### src/rtl/alu_pkg.sv
// Shared encodings for the 64-bit ALU and its issue front-end:
// ALU control codes, ALUOp field values and issue FSM states.
package alu_pkg;

    localparam int REG_WIDTH_DEF = 64;

    typedef enum logic [3:0] {
        ALU_AND  = 4'b0000,
        ALU_OR   = 4'b0001,
        ALU_ADD  = 4'b0010,
        ALU_XOR  = 4'b0011,
        ALU_SLL  = 4'b0100,
        ALU_SRL  = 4'b0101,
        ALU_SUB  = 4'b0110,
        ALU_SLT  = 4'b0111,
        ALU_SRA  = 4'b1000,
        ALU_SLTU = 4'b1001
    } alu_ctrl_t;

    typedef enum logic [1:0] {
        ALU_OP_MEM    = 2'b00,
        ALU_OP_BRANCH = 2'b01,
        ALU_OP_RTYPE  = 2'b10,
        ALU_OP_ITYPE  = 2'b11
    } alu_op_t;

    typedef enum logic [1:0] {
        ST_IDLE = 2'b00,
        ST_EXEC = 2'b01,
        ST_RESP = 2'b10
    } issue_state_t;

endpackage

### src/rtl/alu_issue_ctrl_dec.sv
// Combinational decode of {ALUOp, funct3, funct7[5]} into the ALU control
// code plus branch sense and an illegal-encoding flag.
module alu_ctrl_dec
    import alu_pkg::*;
(
    input  alu_op_t     alu_op,
    input  logic [2:0]  funct3,
    input  logic        funct7_5,
    output alu_ctrl_t   alu_control,
    output logic        is_branch,
    output logic        branch_ne,
    output logic        illegal
);

    alu_ctrl_t arith_ctrl;
    logic      arith_illegal;

    // Shared R/I-type table; funct7_5 only qualifies 000 (R-type) and 101.
    always_comb begin
        arith_ctrl    = ALU_ADD;
        arith_illegal = 1'b0;
        unique case (funct3)
            3'b000: arith_ctrl = (alu_op == ALU_OP_RTYPE && funct7_5) ? ALU_SUB : ALU_ADD;
            3'b111: arith_ctrl = ALU_AND;
            3'b110: arith_ctrl = ALU_OR;
            3'b100: arith_ctrl = ALU_XOR;
            3'b001: arith_ctrl = ALU_SLL;
            3'b101: arith_ctrl = funct7_5 ? ALU_SRA : ALU_SRL;
            3'b010: arith_ctrl = ALU_SLT;
            3'b011: arith_ctrl = ALU_SLTU;
            default: arith_ctrl = ALU_ADD;
        endcase
        if (alu_op == ALU_OP_RTYPE)
            arith_illegal = funct7_5 && (funct3 != 3'b000) && (funct3 != 3'b101);
        else
            arith_illegal = funct7_5 && (funct3 == 3'b001);
    end

    always_comb begin
        alu_control = ALU_ADD;
        is_branch   = 1'b0;
        branch_ne   = 1'b0;
        illegal     = 1'b0;
        unique case (alu_op)
            ALU_OP_MEM: alu_control = ALU_ADD;
            ALU_OP_BRANCH: begin
                if (funct3 == 3'b000 || funct3 == 3'b001) begin
                    alu_control = ALU_SUB;
                    is_branch   = 1'b1;
                    branch_ne   = funct3[0];
                end else begin
                    illegal = 1'b1;
                end
            end
            default: begin
                illegal     = arith_illegal;
                alu_control = arith_illegal ? ALU_ADD : arith_ctrl;
            end
        endcase
    end

endmodule

### src/rtl/alu_issue.sv
// Issue/response front-end for the combinational ALU: accept, one registered
// execute cycle, then hold the captured response until the consumer takes it.
module alu_issue
    import alu_pkg::*;
#(
    parameter int REG_WIDTH = REG_WIDTH_DEF
) (
    input  logic                 clk,
    input  logic                 reset_b,
    input  logic                 req_valid,
    output logic                 req_ready,
    input  logic [1:0]           req_alu_op,
    input  logic [2:0]           req_funct3,
    input  logic                 req_funct7_5,
    input  logic [REG_WIDTH-1:0] req_in1,
    input  logic [REG_WIDTH-1:0] req_in2,
    output logic [REG_WIDTH-1:0] alu_in1,
    output logic [REG_WIDTH-1:0] alu_in2,
    output logic [3:0]           alu_control,
    input  logic [REG_WIDTH-1:0] alu_result,
    input  logic                 alu_zero,
    output logic                 rsp_valid,
    input  logic                 rsp_ready,
    output logic [REG_WIDTH-1:0] rsp_result,
    output logic                 rsp_zero,
    output logic                 rsp_taken,
    output logic                 rsp_illegal,
    output logic [1:0]           dbg_state
);

    alu_ctrl_t dec_ctrl;
    logic      dec_branch;
    logic      dec_ne;
    logic      dec_illegal;

    alu_ctrl_dec u_dec (
        .alu_op      (alu_op_t'(req_alu_op)),
        .funct3      (req_funct3),
        .funct7_5    (req_funct7_5),
        .alu_control (dec_ctrl),
        .is_branch   (dec_branch),
        .branch_ne   (dec_ne),
        .illegal     (dec_illegal)
    );

    issue_state_t         state_q;
    logic [REG_WIDTH-1:0] in1_q, in2_q, result_q;
    alu_ctrl_t            ctrl_q;
    logic                 branch_q, ne_q, illegal_q;
    logic                 zero_q, taken_q, rsp_illegal_q;

    // Handshake: a transfer happens on a rising edge where valid & ready are
    // both high; valid never depends on ready, and req_* are ignored unless
    // req_ready is high.
    always_ff @(posedge clk or negedge reset_b) begin
        if (!reset_b) begin
            state_q       <= ST_IDLE;
            in1_q         <= '0;
            in2_q         <= '0;
            ctrl_q        <= ALU_AND;
            branch_q      <= 1'b0;
            ne_q          <= 1'b0;
            illegal_q     <= 1'b0;
            result_q      <= '0;
            zero_q        <= 1'b0;
            taken_q       <= 1'b0;
            rsp_illegal_q <= 1'b0;
        end else begin
            unique case (state_q)
                ST_IDLE: begin
                    if (req_valid) begin
                        in1_q     <= req_in1;
                        in2_q     <= req_in2;
                        ctrl_q    <= dec_ctrl;
                        branch_q  <= dec_branch;
                        ne_q      <= dec_ne;
                        illegal_q <= dec_illegal;
                        state_q   <= ST_EXEC;
                    end
                end
                ST_EXEC: begin
                    result_q      <= alu_result;
                    zero_q        <= alu_zero;
                    taken_q       <= branch_q & (ne_q ? ~alu_zero : alu_zero);
                    rsp_illegal_q <= illegal_q;
                    state_q       <= ST_RESP;
                end
                ST_RESP: begin
                    if (rsp_ready)
                        state_q <= ST_IDLE;
                end
                default: state_q <= ST_IDLE;
            endcase
        end
    end

    assign req_ready   = (state_q == ST_IDLE);
    assign rsp_valid   = (state_q == ST_RESP);
    assign alu_in1     = in1_q;
    assign alu_in2     = in2_q;
    assign alu_control = ctrl_q;
    assign rsp_result  = result_q;
    assign rsp_zero    = zero_q;
    assign rsp_taken   = taken_q;
    assign rsp_illegal = rsp_illegal_q;
    assign dbg_state   = state_q;

endmodule

### config.mk
export PLATFORM = sky130hd
export DESIGN_NAME = alu_issue
export DESIGN_NICKNAME = d
export VERILOG_FILES = /design/src/rtl/alu_pkg.sv /design/src/rtl/alu_issue_ctrl_dec.sv /design/src/rtl/alu_issue.sv
export SDC_FILE = /design/constraint.sdc
export NUM_CORES = 1
export LEC_CHECK = 0
export CAP_MARGIN = 25
export CORE_ASPECT_RATIO = 0.5
export CORE_MARGIN = 1
export CORE_UTILIZATION = 41
export CTS_BUF_LIST = sky130_fd_sc_hd__clkbuf_8
export DETAILED_ROUTE_END_ITERATION = 10
export MAX_ROUTING_LAYER = met4
export PLACE_DENSITY_LB_ADDON = 0.15
export SKIP_LAST_GASP = 1
export SYNTH_ARGS = -nofsm -noshare
export SYNTH_HDL_FRONTEND = slang
export SYNTH_HIERARCHICAL = 1
export SYNTH_SLANG_ARGS = --single-unit
### constraint.sdc
create_clock -name clk -period 2.05 [get_ports clk]
set_input_delay 0.41 -clock clk [delete_from_list [all_inputs] [get_ports clk]]
set_output_delay 0.41 -clock clk [all_outputs]
set_load 0.02 [all_outputs]
## Yosys cells after proc, flatten, opt, wreduce, memory -nomap -nowiden

Index checks and enable logic that the tools add are counted.

- Output and inout bits: 203
- Input port bits: 203
- Word-level logic and storage cells: 55
- Bits in registers: 204

- Reductions and logical operators: 11
- Bitwise operators: 2
- Equality and inequality tests: 14
- Muxes and demuxes: 17

Operators by type and width:

| cell | count |
|---|---|
| one-hot mux 4 bit (8 select lines) | 1 |
| equality test 3 bit (second input constant) | 4 |
| two-way mux 4 bit | 2 |
| one-hot mux 4 bit (2 select lines) | 1 |
| two-way mux 1 bit | 7 |
| equality test 3 x 2 -> 1 bit (second input constant) | 2 |
| two-way mux 3 bit | 2 |
| one-hot mux 2 bit (3 select lines) | 1 |
| equality test 2 x 1 -> 1 bit (second input constant) | 2 |
| equality test 2 bit (second input constant) | 2 |
| logical AND 1 bit | 4 |
| logical NOT 2 bit | 2 |
| two-way mux 2 bit | 2 |
| AND reduction 2 bit | 2 |
| equality test 3 x 1 -> 1 bit (second input constant) | 1 |
| logical NOT 3 bit | 1 |
| != test 3 bit (second input constant) | 1 |
| nonzero test 3 bit | 1 |
| != test 2 x 1 -> 1 bit (second input constant) | 1 |
| != test 2 bit (second input constant) | 1 |
| one-hot mux 1 bit (2 select lines) | 1 |
| bitwise AND 1 bit | 1 |
| logical OR 1 bit | 1 |
| inverter 1 bit | 1 |

## Depth between registers and ports, before layout

Gate-level depths: netlist (run 1).

- Depth after elaboration: 6
- Depth in mapped cells: 6
- Gate-level depth less buffers: 5

## Cells and area by module

Netlist (run 1), hierarchy kept.

Modules (own cells, without submodules):

| module | instances | area an instance (µm²) | sequential area each (µm²) | cells an instance |
|---|---|---|---|---|
| alu_issue | 1 | 7882.6 | 5104.9 | 437 |
| alu_ctrl_dec | 1 | 200.2 | 0.0 | 32 |

## Worst setup path before layout (run 1)

OpenSTA, ideal clock, no wires.

- Path type: flip-flop to flip-flop
- Start: reg state_q[1] (netlist: dbg_state[1])
- End: reg in1_q[14] (netlist: alu_in1[14])
- Data required time: 1.925 ns
- Stages on the path, launching flop included: 6
- Path buffers: 3
- Path slack: 0.513 ns
- Library setup time: 0.125 ns
- Period minus slack after synthesis: 1.537 ns
- Data arrival time: 1.412 ns
- Cells stage by stage: dfrtp_1 -> nor3b_2 -> buf_6 -> buf_12 -> buf_12 -> mux2_4

- Cells in the longest elaborated chain, start to end: 2

RTL lines:

| what | RTL line | source |
|---|---|---|
| start: declaration | alu_issue.sv:46 | `issue_state_t state_q;` |
| start signal: assignment | alu_issue.sv:57 | `state_q <= ST_IDLE;` |
| start signal: assignment | alu_issue.sv:78 | `state_q <= ST_EXEC;` |
| start signal: assignment | alu_issue.sv:86 | `state_q <= ST_RESP;` |
| logical NOT 2 bit | alu_issue.sv:69 | `unique case (state_q)` |
| AND reduction 2 bit (no source line) | n/a |  |
| end signal: assignment | alu_issue.sv:72 | `in1_q <= req_in1;` |
| end: declaration | alu_issue.sv:47 | `logic [REG_WIDTH-1:0] in1_q, in2_q, result_q;` |

No other way between the ends.
A chain may end at the register's enable or synchronous reset.

## Worst setup path after layout (run 1)

- Start: reg in2_q[53] (netlist: alu_in2[53])
- End: out alu_in2[53]

RTL lines:

| what | RTL line | source |
|---|---|---|
| start: declaration | alu_issue.sv:47 |  |
| start signal: assignment | alu_issue.sv:73 | `in2_q <= req_in2;` |
| end: declaration | alu_issue.sv:18 | `output logic [REG_WIDTH-1:0] alu_in2,` |

No word-level cell between the ends.

==> results_dict.tcl, run 1 <==
set metrics [dict create \
    routedWlPerCell_um 18.7 \
    hold_path.class "input pin to async pin" \
    synth_seq_cells 204 \
    cp.required_ns 1.64 \
    cts_tree "yes" \
    grt_pass1_wl_mm 33.6 \
    instances_no_fill 1187 \
    portBuffers 405 \
    whs_ns 0.355 \
    relSlewSlack 0.730 \
    first_pass_iters 4 \
    crit_type "register to output pin" \
    dieArea_um2 20300 \
    clk_pin_slew_worst_paths_ns 0.07 \
    critical_path_buf_inv_count 1 \
    irDropWorstVdd_mv 1.03 \
    avgViaCountPerCell 4.69 \
    maxCapViolations 0 \
    antennaDiodeCount 0 \
    swShare 0.349 \
    die_h_um 101 \
    clockBufferDepth 3 \
    async_flop_share 1.00 \
    synth.top_cell.area_share 0.632 \
    final_area_um2 13200 \
    power_density_nw_per_um2 1670 \
    p_leak_nw 5.71 \
    clock_power_share 0.161 \
    initialDrtViolationCount 154 \
    synth-main-ff-cell "dfrtp_1" \
    antenna_found_initial 0 \
    run_status "complete, no violations" \
    track_usage 0.221 \
    gr-usage-met2 0.364 \
    globalRouteMet3Util 0.0644 \
    cp_cell_sequence "clkdlybuf4s50_1" \
    yosys.area_share.simple 0.0158 \
    drc_errors 0 \
    routed_wl_mm 22.2 \
    syn_nets 672 \
    total_power_mw 22.1 \
    grt_max_degree 51 \
    rows 35 \
    clock_skew_ns 0.0208 \
    dpl_cell_area_um2 12600 \
    rsz0062_at_grt "yes" \
    vias 5568 \
    start_util 0.429 \
    layout-drive-gt1-share 0.298 \
    synth_compound_area_frac 0.0115 \
    critPathArrivalTime_ns 1.56 \
    synthCells 469 \
    synth_fa_ha_area_frac 0 \
    worst_pin_slew_ns 0.405 \
    power_switching_mw 7.72 \
    synthToLayoutAreaGrowth_pct 63.7 \
    fillCellCount 1344 \
    period_needed_ns 1.97 \
    place_inst 1134 \
    synth-edff-count 0 \
    grt_use_met1 0.271 \
    final_max_slew_viol_count 0 \
    yosysUniqueCellTypes 28 \
    fin_nets 1112 \
    place.gp.congestion 0.803 \
    yosysWarningCount 6 \
    critPathMaxStageDelay_ns 0.64 \
    grt_pass1_vias 5954 \
    endpoint_kind "output pin" \
    grt.overflow.total 0 \
    pwr-share-seq 0.324 \
    multi_input_area_um2 2720 \
    cts_max_level 1 \
    synth_xor_area_frac 0.00108 \
    ys_seq_area_frac 0.632 \
    io_pins 406 \
    fmax_mhz 508 \
    die_x_um 201 \
    cp_max_fo 2 \
    hpwlAfterDp_mm 16.4 \
    clk_latency_ns 0.56 \
    seq_area_um2 5110 \
    syn_area_per_cell_um2 17.2 \
    synth_top_family_by_area "multiplexers" \
    grt_most_used_layer "met2" \
    synth_mux_area_frac 0.307 \
    p_comb_frac 0.515 \
    synth_top_area_cell "dfrtp_1" \
    ant_nets 0 \
    critPathTopFamily "buffers and inverters" \
    core_area_um2 18800 \
    finalSetupViolCount 0 \
    synth.cell_area_um2 8080 \
    hold_violations 0 \
    post_cts_buffers 0 \
    cts_buffers 31 \
    cts_root_buf "clkbuf_8" \
    p_int_mw 14.4 \
    crit_path_start_kind "register" \
    cts_sinks 204 \
    ys_top_cells_by_area "dfrtp_1 (63%), mux2_2 (20%), mux2_4 (11%)" \
    cp_slowest_cell "clkdlybuf4s50_1" \
    setup_tns_ns 0 \
    fin_crit_sh 0.959 \
]
cells in the mapped netlist (all sizes together) (2+ instances only):
master / count
o21ai: 4
mux2: 201
nor2: 3
inv: 4
a21oi: 3
nand3b: 4
nand2: 4
buf: 24
nor3b: 2
dfrtp: 204
nand2b: 3
sequential cells by signal (all words and copies together) (netlist names):
signal / cells
rsp_result: 64
rsp_illegal: 1
alu_control: 4
dbg_state: 2
ne_q: 1
rsp_zero: 1
alu_in2: 64
branch_q: 1
illegal_q: 1
rsp_taken: 1
alu_in1: 64
worst paths after layout:
check                                   from             to  slack [ns]  cells past startpoint
worst max-delay path             alu_in2[53]    alu_in2[53]        0.08                      1
worst min-delay path                 reset_b     alu_in2[0]        0.36                      2
worst max register to register  dbg_state[1]    alu_in1[55]        0.41                      4
worst min register to register     rsp_taken      rsp_taken        0.49                      1
max in group asynchronous            reset_b  rsp_result[7]        1.04                      3
min in group clk                   rsp_ready   dbg_state[1]        0.44                      2
routing by layer:
metal,wire [um],part of all wire
met4,399,0.018
met2,11200,0.50
met5,0,0
met1,9250,0.42
met3,1370,0.062
cells in the final DEF, fill, tap and decap left out:
cell / synthesis / layout
a21oi_1: 3 / 3
a221oi_1: 1 / 1
a2bb2oi_1: 1 / 1
and2_1: 1 / 1
buf_12: 5 / 11
buf_4: 10 / 15
bufinv_16: 0 / 3
clkbuf_8: 0 / 38
clkdlybuf4s15_1: 0 / 1
clkdlybuf4s50_1: 0 / 391
clkinv_2: 0 / 4
clkinvlp_4: 0 / 1
dfrtp_1: 204 / 203
dfrtp_2: 0 / 1
dlygate4sd2_1: 0 / 5
dlygate4sd3_1: 0 / 1
dlymetal6s2s_1: 0 / 7
inv_1: 4 / 11
mux2_2: 144 / 144
mux2_4: 57 / 57
nand2_1: 4 / 4
nand2b_1: 3 / 2
nand2b_4: 0 / 1
nand3b_1: 4 / 4
nor2_1: 3 / 3
nor3_1: 1 / 1
nor3b_2: 2 / 1
nor3b_4: 0 / 1
nor4_1: 1 / 1
o21a_1: 1 / 1
o21ai_0: 4 / 4
o221ai_1: 1 / 1
o22ai_1: 1 / 1
o2bb2ai_1: 1 / 1
o311ai_1: 1 / 1
or4b_1: 1 / 1
xnor2_1: 1 / 1
final cells by class:
class                           count  share of cell area
Multi-Input combinational cell    236               0.206
Sequential cell                   204               0.386
Clock buffer                       37              0.0385
Clock inverter                     15              0.0109
Inverter                            4             0.00113
Tap cell                          259              0.0245
Timing Repair Buffer              432               0.333
through the flow:
stage / setup slack [ns] / utilization
after floorplan: 0.513 / -
after global placement: 0.0524 / 0.667
after detailed placement: 0.000884 / 0.667
after CTS: -0.00218 / 0.702
after global routing: -0.0204 / 0.703
final: 0.0833 / 0.703
power groups by stage:
stage | Sequential [mW] | Combinational [mW] | Clock, mW
global placement | 7.11 | 11.4 | 0
CTS | 7.18 | 11.5 | 3.70
finish | 7.16 | 11.4 | 3.57
floorplan | 9.63 | 3.51 | 0
global route | 7.42 | 11.9 | 3.89
detailed placement | 7.22 | 11.5 | 0
cell families after synthesis:
family	Yosys count
AOI/OAI and AO/OA	14
and+or+nand+nor	20
xor gates and xnor gates	1
muxes	201
DFF	204
buffers and inverters	29
repair_timing:
item | CTS | global route
endpoints found under the hold margin | 40 | 0
endpoints found under the setup margin | 6 | 8
gates resized for setup | 7 | 8
hold buffers | 1 | 0
Power figures use the tool's default switching activity.
==> run 2, diff against run 1 <==
--- a/config.mk
+++ b/config.mk
@@ -6,11 +6,10 @@
 export NUM_CORES = 1
 export LEC_CHECK = 0
 export CAP_MARGIN = 25
-export CORE_ASPECT_RATIO = 0.5
-export CORE_MARGIN = 1
-export CORE_UTILIZATION = 41
+export CORE_AREA = 2 2 159 161
 export CTS_BUF_LIST = sky130_fd_sc_hd__clkbuf_8
 export DETAILED_ROUTE_END_ITERATION = 10
+export DIE_AREA = 0 0 161 163
 export MAX_ROUTING_LAYER = met4
 export PLACE_DENSITY_LB_ADDON = 0.15
 export SKIP_LAST_GASP = 1
==> constraint.sdc (replaced) <==
create_clock -name clk -period 2.3 [get_ports clk]
set_input_delay 0.46 -clock clk [delete_from_list [all_inputs] [get_ports clk]]
set_output_delay 0.46 -clock clk [all_outputs]
set_load 0.02 [all_outputs]
==> run 2 against run 1 <==
Effect of this change:
- cell count is 7.1% higher
- routed wire length is 7.3% higher
- largest cell class unchanged
- worst setup slack gained 0.016 ns
- sequential share of layout area shrank 0.64 points
- critical path type unchanged
- worst hold slack better by 0.13 ns
==> results_dict.tcl, run 2 (same netlist as run 1, synthesis figures left out) <==
set metrics [dict create \
    track_usage 0.180 \
    crit_path_start_kind "register" \
    cts_root_buf "clkbuf_8" \
    grt_max_degree 62 \
    hold_violations 0 \
    pwr-share-seq 0.314 \
    r2r_start "dbg_state[0]" \
    grt_pass1_wl_mm 35.8 \
    run_status "complete, no violations" \
    antenna_found_initial 1 \
    initialDrtViolationCount 149 \
    p_leak_nw 5.72 \
    fillCellCount 2021 \
    place.gp.congestion 0.849 \
    crit_type "register to output pin" \
    maxCapViolations 0 \
    irDropWorstVdd_mv 0.913 \
    final_cell_mix "clkdlybuf4s50_1 (403), dfrtp_1 (204), mux2_2 (144)" \
    total_power_mw 20.5 \
    synthToLayoutAreaGrowth_pct 66.4 \
    swShare 0.345 \
    endpoint_kind "output pin" \
    cp.required_ns 1.84 \
    critPathArrivalTime_ns 1.74 \
    portBuffers 405 \
    period_needed_ns 2.20 \
    first_pass_iters 6 \
    critPathLaunch "dbg_state[0]" \
    avgViaCountPerCell 4.49 \
    power_density_nw_per_um2 1520 \
    drc_errors 0 \
    clk_latency_ns 0.52 \
    relSlewSlack 0.681 \
    final_max_slew_viol_count 0 \
    routed_wl_mm 23.8 \
    dieArea_um2 26200 \
    rsz0062_at_grt "no" \
    cts_max_level 2 \
    hpwlAfterDp_mm 17.7 \
    cts_tree "yes" \
    grt_pass1_vias 6396 \
    io_pins 406 \
    cts_sinks 204 \
    cp_max_fo 6 \
    seq_area_um2 5100 \
    fin_crit_sh 0.957 \
    layout-drive-gt1-share 0.306 \
    rr_worst_depth 3 \
    grt.overflow.total 0 \
    whs_ns 0.483 \
    routedWlPerCell_um 18.7 \
    multi_input_area_um2 2720 \
    p_int_mw 13.4 \
    finalSetupViolCount 0 \
    core_area_um2 24700 \
    hold_path.class "input pin to async pin" \
    start_util 0.328 \
    ant_nets 0 \
    rows 58 \
    vias 5706 \
    clockBufferDepth 3 \
    fmax_mhz 454 \
    clock_power_share 0.192 \
    clk_pin_slew_worst_paths_ns 0.06 \
    die_h_um 163 \
    clock_skew_ns 0.0176 \
    die_x_um 161 \
    p_comb_frac 0.494 \
    power_switching_mw 7.06 \
    cts_buffers 38 \
    final_common_cell "clkdlybuf4s50_1" \
    fin_nets 1114 \
    worst_pin_slew_ns 0.479 \
    setup_tns_ns 0 \
]
==> run 2: cell types whose count changed in the layout (fill, tap and decap cells not counted), sizes merged, moves of 4 or more <==
cell and change:
buf -5, dlygate4sd2 -4, clkbuf +17, dlymetal6s2s -7, clkdlybuf4s50 +12
==> run 2: power groups by stage <==
stage | registers [mW] | logic (mW) | clock network (mW)
2_1_floorplan | 8.59 | 3.13 | 0
3_3_place_gp | 6.39 | 10.1 | 0
3_5_place_dp | 6.48 | 10.2 | 0
4_1_cts | 6.45 | 10.3 | 4.08
5_1_grt | 6.67 | 10.6 | 4.25
6_report | 6.43 | 10.1 | 3.94
==> run 2: layout make-up <==
cell class / instances / area share
Inverter: 4 / 0.00112
Clock buffer: 54 / 0.0553
Multi-Input combinational cell: 236 / 0.202
Antenna cell: 1 / 0.000186
Sequential cell: 204 / 0.379
Timing Repair Buffer: 427 / 0.321
Tap cell: 330 / 0.0307
Clock inverter: 15 / 0.0105
==> run 2: worst paths after layout <==
kind	slack, ns	end
setup / recovery	0.1	req_ready
hold / removal	0.48	rsp_result[10]
setup reg to reg	0.56	alu_in1[58]
hold reg to reg	0.50	rsp_result[31]
max in group asynchronous	1.04	rsp_result[38]
min in group clk	0.50	rsp_result[31]
==> run 2: timing repair <==
item	4_1_cts	5_1_grt
endpoints found under the hold margin	48	0
endpoints found under the setup margin	1	0
setup buffers	0	0
hold buffers	1	0
gates resized for setup	1	0
==> run 2: worst max-delay path: stages, from the launching register on <==
cell and delay, ns:
dfrtp_1 0.48, nor2_1 0.14, clkdlybuf4s50_1 0.61
==> run 2: metrics by stage <==
stage                     std cells  cell area [um2]  setup slack [ns]   util
after global placement         1200            12600             0.156  0.509
after CTS                      1270            13400            0.0465  0.545
after floorplan                 469             8080             0.763      -
final                          1271            13500            0.0997  0.545
after global routing           1271            13500            0.0159  0.545
after detailed placement       1200            12600             0.149  0.509
==> run 2: metal layers <==
metal	up-vias	GRT usage	routed length (um)
li1	2546	-	-
met5	-	-	0
met1	2812	0.209	9380
met2	311	0.289	11500
met3	37	0.0733	2440
met4	0	0.0540	513
==> run 3, diff against run 2 <==
--- a/config.mk
+++ b/config.mk
@@ -8,6 +8,7 @@
 export CAP_MARGIN = 25
 export CORE_AREA = 2 2 159 161
 export CTS_BUF_LIST = sky130_fd_sc_hd__clkbuf_8
+export CTS_CLUSTER_SIZE = 20
 export DETAILED_ROUTE_END_ITERATION = 10
 export DIE_AREA = 0 0 161 163
 export MAX_ROUTING_LAYER = met4
==> results of run 3 <==
Final layout, timing and power as in run 2 (identical DEF).
